**src/rtl/nx_node_loader.sv**
```systemverilog
// nx_node_loader: decodes fixed-width inbound messages into single-cycle
// load / input / tick pulses for a node core, gated on the core's state flags.
// Latency: a strobe appears exactly one cycle after the accepting edge.
// Backpressure: msg_ready is low while a TICK waits for, or waits out, core WAIT.
//
// Ports:
//   clk, rst                    clock, synchronous active-high reset
//   msg_data/valid/ready        inbound message handshake
//   core_in_setup/wait/run      core state flags
//   load_instr/slot/last/valid  instruction-load interface to the core
//   in_value/index/valid        primary-input load interface to the core
//   tick                        run trigger pulse
//   instr_count, err_count      debug counters (both saturating)
module nx_node_loader #(
   parameter int OP_W   = 4,
   parameter int REG_W  = 16,
   parameter int IO_W   = 4,
   parameter int SLOTS  = 32,
   parameter int INST_W = OP_W + 3*$clog2(REG_W) + 1 + $clog2(IO_W),
   parameter int MSG_W  = 2 + 1 + $clog2(SLOTS) + INST_W
) (
   input  logic                       clk,
   input  logic                       rst,
   input  logic [MSG_W-1:0]           msg_data,
   input  logic                       msg_valid,
   output logic                       msg_ready,
   input  logic                       core_in_setup,
   input  logic                       core_in_wait,
   input  logic                       core_in_run,
   output logic [INST_W-1:0]          load_instr,
   output logic [$clog2(SLOTS)-1:0]   load_slot,
   output logic                       load_last,
   output logic                       load_valid,
   output logic                       in_value,
   output logic [$clog2(IO_W)-1:0]    in_index,
   output logic                       in_valid,
   output logic                       tick,
   output logic [$clog2(SLOTS):0]     instr_count,
   output logic [7:0]                 err_count
);

   localparam int SLOT_W = $clog2(SLOTS);
   localparam int IDX_W  = $clog2(IO_W);
   localparam logic [SLOT_W:0] CNT_MAX = (SLOT_W+1)'(SLOTS);

   localparam logic [1:0] T_LOAD  = 2'd0;
   localparam logic [1:0] T_INPUT = 2'd1;
   localparam logic [1:0] T_TICK  = 2'd2;

   typedef enum logic [1:0] {IDLE, TICK_HOLD, TICK_SENT} state_t;
   state_t state;

   // Message field views
   logic [1:0]        f_type;
   logic              f_last;
   logic [SLOT_W-1:0] f_slot;
   logic [INST_W-1:0] f_instr;
   logic [IDX_W-1:0]  f_index;
   logic              f_value;

   assign f_type  = msg_data[MSG_W-1 -: 2];
   assign f_last  = msg_data[MSG_W-3];
   assign f_slot  = msg_data[MSG_W-4 -: SLOT_W];
   assign f_instr = msg_data[INST_W-1:0];
   assign f_index = msg_data[IDX_W:1];
   assign f_value = msg_data[0];

   // RUN is implied by the other two flags; inputs are accepted in any state,
   // so the loader has no use for it.
   logic unused_run;
   assign unused_run = core_in_run;

   // Ready depends only on state (and reset), never on the offered message.
   assign msg_ready = (state == IDLE) && !rst;

   always_ff @(posedge clk) begin
      if (rst) begin
         state       <= IDLE;
         load_instr  <= '0;
         load_slot   <= '0;
         load_last   <= 1'b0;
         load_valid  <= 1'b0;
         in_value    <= 1'b0;
         in_index    <= '0;
         in_valid    <= 1'b0;
         tick        <= 1'b0;
         instr_count <= '0;
         err_count   <= '0;
      end else begin
         // Strobes are one-cycle pulses; data outputs hold their last value.
         load_valid <= 1'b0;
         in_valid   <= 1'b0;
         tick       <= 1'b0;

         case (state)
            IDLE: begin
               if (msg_valid) begin
                  case (f_type)
                     T_LOAD: begin
                        if (core_in_setup) begin
                           load_instr <= f_instr;
                           load_slot  <= f_slot;
                           load_last  <= f_last;
                           load_valid <= 1'b1;
                           if (instr_count != CNT_MAX)
                              instr_count <= instr_count + 1'b1;
                        end else if (err_count != 8'hFF) begin
                           err_count <= err_count + 8'd1;
                        end
                     end
                     T_INPUT: begin
                        in_index <= f_index;
                        in_value <= f_value;
                        in_valid <= 1'b1;
                     end
                     T_TICK: begin
                        if (core_in_wait) begin
                           tick  <= 1'b1;
                           state <= TICK_SENT;
                        end else begin
                           state <= TICK_HOLD;
                        end
                     end
                     default: begin
                        if (err_count != 8'hFF)
                           err_count <= err_count + 8'd1;
                     end
                  endcase
               end
            end
            TICK_HOLD: begin
               if (core_in_wait) begin
                  tick  <= 1'b1;
                  state <= TICK_SENT;
               end
            end
            TICK_SENT: begin
               // Stay busy until the core has left WAIT, so a queued TICK
               // cannot fire again before the core actually starts running.
               if (!core_in_wait)
                  state <= IDLE;
            end
            default: state <= IDLE;
         endcase
      end
   end

endmodule

```
**config.mk**
```make
export PLATFORM = sky130hd
export DESIGN_NAME = nx_node_loader
export DESIGN_NICKNAME = d
export VERILOG_FILES = /design/src/rtl/nx_node_loader.sv
export SDC_FILE = /design/constraint.sdc
export NUM_CORES = 1
export LEC_CHECK = 0
export CAP_MARGIN = 20
export CORE_MARGIN = 2
export CORE_UTILIZATION = 42
export DETAILED_ROUTE_END_ITERATION = 16
export GPL_ROUTABILITY_DRIVEN = 0
export PLACE_DENSITY = 0.85
export SETUP_SLACK_MARGIN = 0.2
export SLEW_MARGIN = 20
export SYNTH_ARGS = -nofsm -noshare
export SYNTH_HDL_FRONTEND = slang
export SYNTH_SLANG_ARGS = --single-unit
```
**constraint.sdc**
```tcl
create_clock -name clk -period 2.55 [get_ports clk]
set_clock_uncertainty 0.15 [all_clocks]
set_input_delay 0.6375 -clock clk [delete_from_list [all_inputs] [get_ports clk]]
set_output_delay 0.6375 -clock clk [all_outputs]
set_load 0.05 [all_outputs]
```
### After elaboration in Yosys (flattened, before gate mapping)

Cells that the tools add are included.

| word-level totals | value |
|---|---|
| bits in registers | 47 |
| input port bits | 33 |
| output and inout port bits | 46 |

| operators by class | value |
|---|---|
| $add $sub $neg | 2 |
| equality and inequality tests | 11 |
| mux-type cells | 15 |
| bitwise operators | 4 |
| reductions and logical operators | 12 |

Operator list:

| operator | count |
|---|---|
| two-way mux 8 bit | 2 |
| one-hot mux 8 bit (2 select lines) | 1 |
| AND reduction 4 bit | 3 |
| two-way mux 2 bit | 5 |
| adder 8 x 1 -> 8 bit (second input constant) | 1 |
| inequality test 2 bit (second input constant) | 4 |
| inequality test 8 bit (second input constant) | 1 |
| adder 6 x 1 -> 6 bit (second input constant) | 1 |
| inequality test 6 bit (second input constant) | 1 |
| one-hot mux 2 bit (3 select lines) | 1 |
| two-way mux 1 bit | 5 |
| AND reduction 5 bit | 1 |
| equality test 2 x 1 -> 1 bit (second input constant) | 2 |
| equality test 2 bit (second input constant) | 2 |
| logical NOT 2 bit | 2 |
| inverter 1 bit | 4 |
| OR reduction 4 bit | 1 |
| AND reduction 3 bit | 1 |
| OR reduction 3 bit | 1 |
| inequality test 2 x 1 -> 1 bit (second input constant) | 1 |
| one-hot mux 1 bit (2 select lines) | 1 |
| OR reduction 2 bit | 1 |
| logical AND 1 bit | 1 |
| logical NOT 1 bit | 1 |

### Depth between registers and ports, before layout

Gate-level depths: netlist of run 1.

| logic depth | value |
|---|---|
| depth in word-level cells | 4 |
| mapped depth | 7 |
| gate-level depth less buffers | 6 |

### Worst setup path after synthesis of run 1

Ideal clock, no wire load.

| timing path | value |
|---|---|
| path kind | input to output |
| start | in rst |
| end | out msg_ready |
| arrival | 2.085 ns |
| required time | 1.762 ns |
| slack | -0.323 ns |
| stages on the path | 3 |
| path buffers | 2 |
| cell sequence | clkbuf_1 > buf_1 > nor3_1 |

| on the way | value |
|---|---|
| longest elaborated chain between the ends | 2 |

Ends and longest elaborated chain:

| element | line | RTL |
|---|---|---|
| from (decl) | 23 | `input logic rst,` |
| logical NOT 1 bit | 74 | `assign msg_ready = (state == IDLE) && !rst;` |
| logical AND 1 bit | 74 |  |
| to (decl) | 26 | `output logic msg_ready,` |

No other way between the ends.

### Worst setup path after layout of run 1

| timing path | value |
|---|---|
| start | reg instr_count[5] |
| end | out instr_count[5] |

RTL lines:

| element | line | RTL |
|---|---|---|
| from (decl) | 38 | `output logic [$clog2(SLOTS):0] instr_count,` |
| from (signal assigned) | 106 | `instr_count <= instr_count + 1'b1;` |

No word-level cell between the ends.

==> flow_summary.toml, run 1 <==
[setup_path]
start_kind = "flop"
path_class = "reg -> out"
cp_max_fo = 3
cp_cell_sequence = "clkdlybuf4s50_1"
slowest_stage = "clkdlybuf4s50_1"
path_buf_inv = 1
critPathMaxStageDelay_ps = 820
required_ps = 1760
end_kind = "output port"
worstPathArrival_ps = 1510
cp_top_family = "buffers and inverters"

[logic_synthesis]
yosys_warnings = 0
synth_seq_cells = 47
ys_top_cells_by_count = "nand2_1 (55), dfxtp_1 (47), a21oi_1 (30), nor2_1 (13), clkbuf_1 (8)"
synth_area_leader_cell = "dfxtp_1"
syn_nets = 265
synthArstFlopShare_pct = 0
synth-main-ff-cell = "dfxtp_1"
synthesis.area_um2 = 1940
synth-edff-count = 0
syn_avg_cell_area_um2 = 8.58
synth_top_cell_area_share_pct = 48.5
synth_most_common_cell = "nand2_1"
syn_inst = 226
synth_area_leaders = "dfxtp_1 (49%), nand2_1 (11%), a21oi_1 (7.7%)"
yosys.cell_types.count = 42
ys_seq_area_share_pct = 48.5

[floorplan]
row_count = 24
die_height_um = 72.0
core_area_um2 = 4410
die_width_um = 72.0
io_pins = 79
die-area_um2 = 5180
initial_utilization_pct = 43.9

[grt]
track_usage_pct = 19.2
grt_pass1_vias = 1781
grt_pass1_wl_mm = 7.96
grt_max_degree = 49
grt-ovfl-total = 0
antenna_found_initial = 0

[drt]
dr_total_vias = 1869
avgViaCountPerCell = 5.09
wl_per_cell_um = 13.1
antenna_left = 0
drtIter0Drc = 121
wl_mm = 4.82
drtPass1Iterations = 4
drc = 0

[sta]
slew_headroom_pct = 65.2
post-route-period-util_pct = 89.9
tns_ps = 0
max_freq_ghz = 0.436
hold_violations = 0
setup_violations = 0
tightest_slew_ps = 521
rsz0062_at_grt = "false"
period_needed_ps = 2290
slew_viol_final = 0

[final_layout]
antennaDiodeCount = 0
fin_nets = 353
final.fill_count = 378
final_area_um2 = 3020
synthToLayoutAreaGrowth_pct = 55.8
drive_above_1_share_pct = 12.7

[clock_network]
cts.sinks = 47
cts_root_buffer = "clkbuf_8"
h-tree-depth = 2
clk_pin_slew_ps = 80
cts_inserted_buffers = 5
cts_tree = "built"
clockBufferDepth = 2
postCtsHoldBufs = 0
clk_latency_ps = 290

[power_and_ir_drop]
peakVddDrop_v = 0.000255
power_leakage_nw = 1.23
clkPwrFrac_pct = 32.9
total_power_w = 0.00148
sw_frac_of_total_pct = 25.1
switching_power_w = 0.000370
power_density_nw_per_um2 = 489
comb_power_share_pct = 15.8
cellInternalPower_w = 0.00111
seq_power_share_pct = 51.3

[placed_design]
hpwl_mm = 3.40
io_buffers = 77
place_area_um2 = 2880

[run]
drv_cap = 0

[min_path]
min_path_type = "reg -> reg"

[outcome]
status = "finished, final reports clean"
-- layout make-up --
type | count | area (µm²) | area share (%)
well taps | 52 | 65.1 | 2.15
repair buffers | 95 | 936 | 31.0
inverters | 5 | 18.8 | 0.621
flip-flops and latches | 47 | 941 | 31.1
clock inverters | 1 | 7.51 | 0.248
multi-input cells | 160 | 957 | 31.7
clock buffers | 7 | 96.3 | 3.19
-- worst register-to-register path, delay by kind of cell, from the launching register on --
kind | cells | cell delay, ps
AOI/OAI and AO/OA | 1 | 60
adders and majority gates | 1 | 340
DFF | 1 | 400
and+or+nand+nor | 3 | 800
-- sequential cells by signal, summed over array words and instances (netlist names) --
name	flops
instr_count	6
state	2
err_count	8
in_valid	1
load_slot	5
in_value	1
load_last	1
load_valid	1
load_instr	19
in_index	2
tick	1
-- worst paths after layout --
check	endpoint	slack [ps]	cells past startpoint	from
max	instr_count[5]	260	1	instr_count[5]
min	load_instr[1]	310	2	load_instr[1]
max reg2reg	err_count[6]	670	5	err_count[0]
min reg2reg	load_instr[1]	310	2	load_instr[1]
-- metrics by stage --
| step | hold WS (ps) | setup WS, ps | instances | utilization (%) |
|---|---|---|---|---|
| 5_1_grt | 332 | 215 | 367 | 68.5 |
| 2_1_floorplan | 370 | 286 | 226 | - |
| 3_5_place_dp | 297 | -130 | 359 | 65.1 |
| 4_1_cts | 310 | 208 | 367 | 67.4 |
| 6_report | 305 | 257 | 367 | 68.5 |
| 3_3_place_gp | 291 | -99.2 | 359 | 65.1 |
-- cell families (layout without fill, tap and decap cells) --
kind of cell | after synthesis | count (layout) | share of synthesized area (%)
simple gates | 98 | 98 | 23.7
flops | 47 | 47 | 48.5
compound gates | 44 | 44 | 13.8
buf+inv | 19 | 108 | 4.26
fa+ha+maj | 6 | 6 | 3.87
xor+xnor | 6 | 6 | 2.71
mux | 6 | 6 | 3.16
-- power groups by stage --
stage	sequential (W)	combinational (W)	clock [W]
2_1_floorplan	0.000822	0.0000660	0
3_3_place_gp	0.000775	0.000227	0
3_5_place_dp	0.000776	0.000229	0
4_1_cts	0.000759	0.000230	0.000501
5_1_grt	0.000761	0.000249	0.000530
6_report	0.000758	0.000233	0.000486
-- layer usage --
layer  GRT usage, %  vias up  part of all wire (%)
met5              0        -                     0
met4           8.39        0                   1.5
met3           3.33        5                   5.5
met2           33.1       57                    51
met1           23.6      870                    42
li1               -      937                     -
-- what timing repair did --
action | 4_1_cts | 5_1_grt
endpoints found under the setup margin | 5 | 12
pin swaps | 3 | 1
hold endpoints to repair | 0 | 0
gates resized for setup | 4 | 11
buffers inserted | 0 | 0
-- cell usage in the layout, fill, tap and decap left out, types with 5 or more instances in the layout --
master	synthesis	layout
xnor2_1	5	5
nand2_1	55	55
buf_4	0	17
dfxtp_1	47	47
dlymetal6s2s_1	0	7
inv_1	5	5
a21oi_1	30	29
clkdlybuf4s50_1	0	64
ha_1	6	5
nand3_1	5	5
nor2_1	13	13
clkbuf_8	0	7
mux2i_1	5	5
Note: power is estimated with default switching activity, not from simulation.
==> run 2, diff against run 1 <==
Settings changed: SETUP_SLACK_MARGIN 0.2 to default.
==> run 2 against run 1 <==
Clock power down 14%. Global-route usage shrank 0.32 points. Sequential cell count unchanged. Non-clock buffer count down 1. Register-to-register slack better by 20 ps. Maximum frequency fell by 4.9%. Core utilization is 2.3 points lower. Power decreased by 5.3%. Final cell count decreased by 0.27%. First-iteration DRC count decreased by 21%. Critical path depth grew 6. Worst setup slack worse by 120 ps. Largest power group unchanged. Highest routed layer unchanged.
==> flow_summary.toml, run 2 (synthesis results as in run 1) <==
[outcome]
status = "finished, final reports clean"

[clock_network]
postCtsHoldBufs = 0
cts_tree = "built"
cts.sinks = 47
cts_root_buffer = "clkbuf_8"
cts_inserted_buffers = 5
post_cts_resized = 0
clk_latency_ps = 280
postCtsSetupBuffers = 0
clk_pin_slew_ps = 80
h-tree-depth = 2
clockBufferDepth = 2

[floorplan]
die_width_um = 72.0
initial_utilization_pct = 43.9
die_height_um = 72.0
row_count = 24
die-area_um2 = 5180
core_area_um2 = 4410
io_pins = 79

[final_layout]
layout_common_cells = "clkdlybuf4s50_1 (75), nand2_1 (55), dfxtp_1 (47), a21oi_1 (30), buf_4 (18)"
regArea_um2 = 941
final_core_util_pct = 66.2
largest-register = "load_instr"
final_common_cell = "clkdlybuf4s50_1"
multi_input_area_um2 = 921
reg_top3 = "load_instr: 19 flops, err_count: 8 flops, instr_count: 6 flops"
finalNonFillerCells = 366
synthToLayoutAreaGrowth_pct = 50.6
final_area_um2 = 2920
antennaDiodeCount = 0
drive_above_1_share_pct = 11.1
fin_nets = 352
final.fill_count = 385
largest_reg_flops = 19

[setup_path]
path_buf_inv = 2
worstPathArrival_ps = 2420
slowest_stage = "or4_4"
cp_cell_sequence = "clkdlybuf4s50_1 > inv_1 > ha_1 > a21o_1 > or4_4 > nor3_2 > a211oi_2"
start_kind = "input port"
critPathMaxStageDelay_ps = 530
crit_cells = 7
end_kind = "flop"
required_ps = 2560
cp_max_fo = 2
cp_top_family = "simple AND/OR/NAND/NOR gates"
reg2reg_depth = 5
path_class = "in -> reg"
r2r_slack_ps = 690

[grt]
grt_pass1_vias = 1817
grt_pass1_wl_mm = 7.85
grt_max_degree = 49
grt-ovfl-total = 0
antenna_found_initial = 0
track_usage_pct = 18.9

[min_path]
min_path_type = "reg -> reg"
whs_path_depth = 2

[sta]
post-route-period-util_pct = 94.6
hold_violations = 0
max_freq_ghz = 0.415
tightest_slew_ps = 528
slew_viol_final = 0
slew_headroom_pct = 64.7
setup_ws_ps = 138
whs_ps = 308
setup_violations = 0
period_needed_ps = 2410
rsz0062_at_grt = "false"

[placed_design]
hpwl_mm = 3.43
io_buffers = 77
place_ws_ps = -159
dpl.cell_count = 358
place_area_um2 = 2840

[drt]
drc = 0
wl_per_cell_um = 12.6
avgViaCountPerCell = 5.00
antenna_left = 0
wl_mm = 4.63
dr_total_vias = 1830
drtPass1Iterations = 4
drtIter0Drc = 95

[power_and_ir_drop]
power_leakage_nw = 1.05
peakVddDrop_v = 0.000353
power_density_nw_per_um2 = 479

[run]
drv_cap = 0
==> run 2: stage by stage <==
step | setup TNS, ps | total power [W]
floorplan | 0 | 0.000887
global placement | -136 | 0.000993
detailed placement | -435 | 0.000998
CTS | 0 | 0.00142
global route | 0 | 0.00147
finish | 0 | 0.00140
==> run 2: cell type report <==
type	instances	share of cell area, %
Sequential cell	47	32.2
Tap cell	52	2.23
Multi-Input combinational cell	160	31.5
Timing Repair Buffer	94	30.5
Clock inverter	2	0.428
Inverter	5	0.642
Clock buffer	6	2.48
==> run 2: power by group <==
group	switching [W]	total [W]	leakage, nW	internal, W
logic	0.000117	0.000221	0.633	0.000105
registers	0.00000988	0.000758	0.380	0.000748
clock network	0.000229	0.000420	0.0412	0.000192
total	0.000355	0.00140	1.05	0.00104
==> run 2: worst paths after layout <==
check | startpoint | end
worst max-delay path | msg_data[26] | err_count[6]
worst min-delay path | load_instr[11] | load_instr[11]
worst max register to register | state[0] | instr_count[5]
worst min register to register | load_instr[11] | load_instr[11]
==> run 2: worst register-to-register path: stages (launching register included) <==
cell and delay [ps]:
dfxtp_1 380, or3b_1 430, buf_4 180, nor4_1 370
xnor2_1 170, nor2_1 60
==> run 2: layer usage <==
layer  vias up  wire length (µm)  track usage (%)
li1        935                 -                -
met1       840              2010             22.8
met2        51              2350             33.5
met3         4               207             4.44
met4         0                55             5.66
met5         -                 0                0
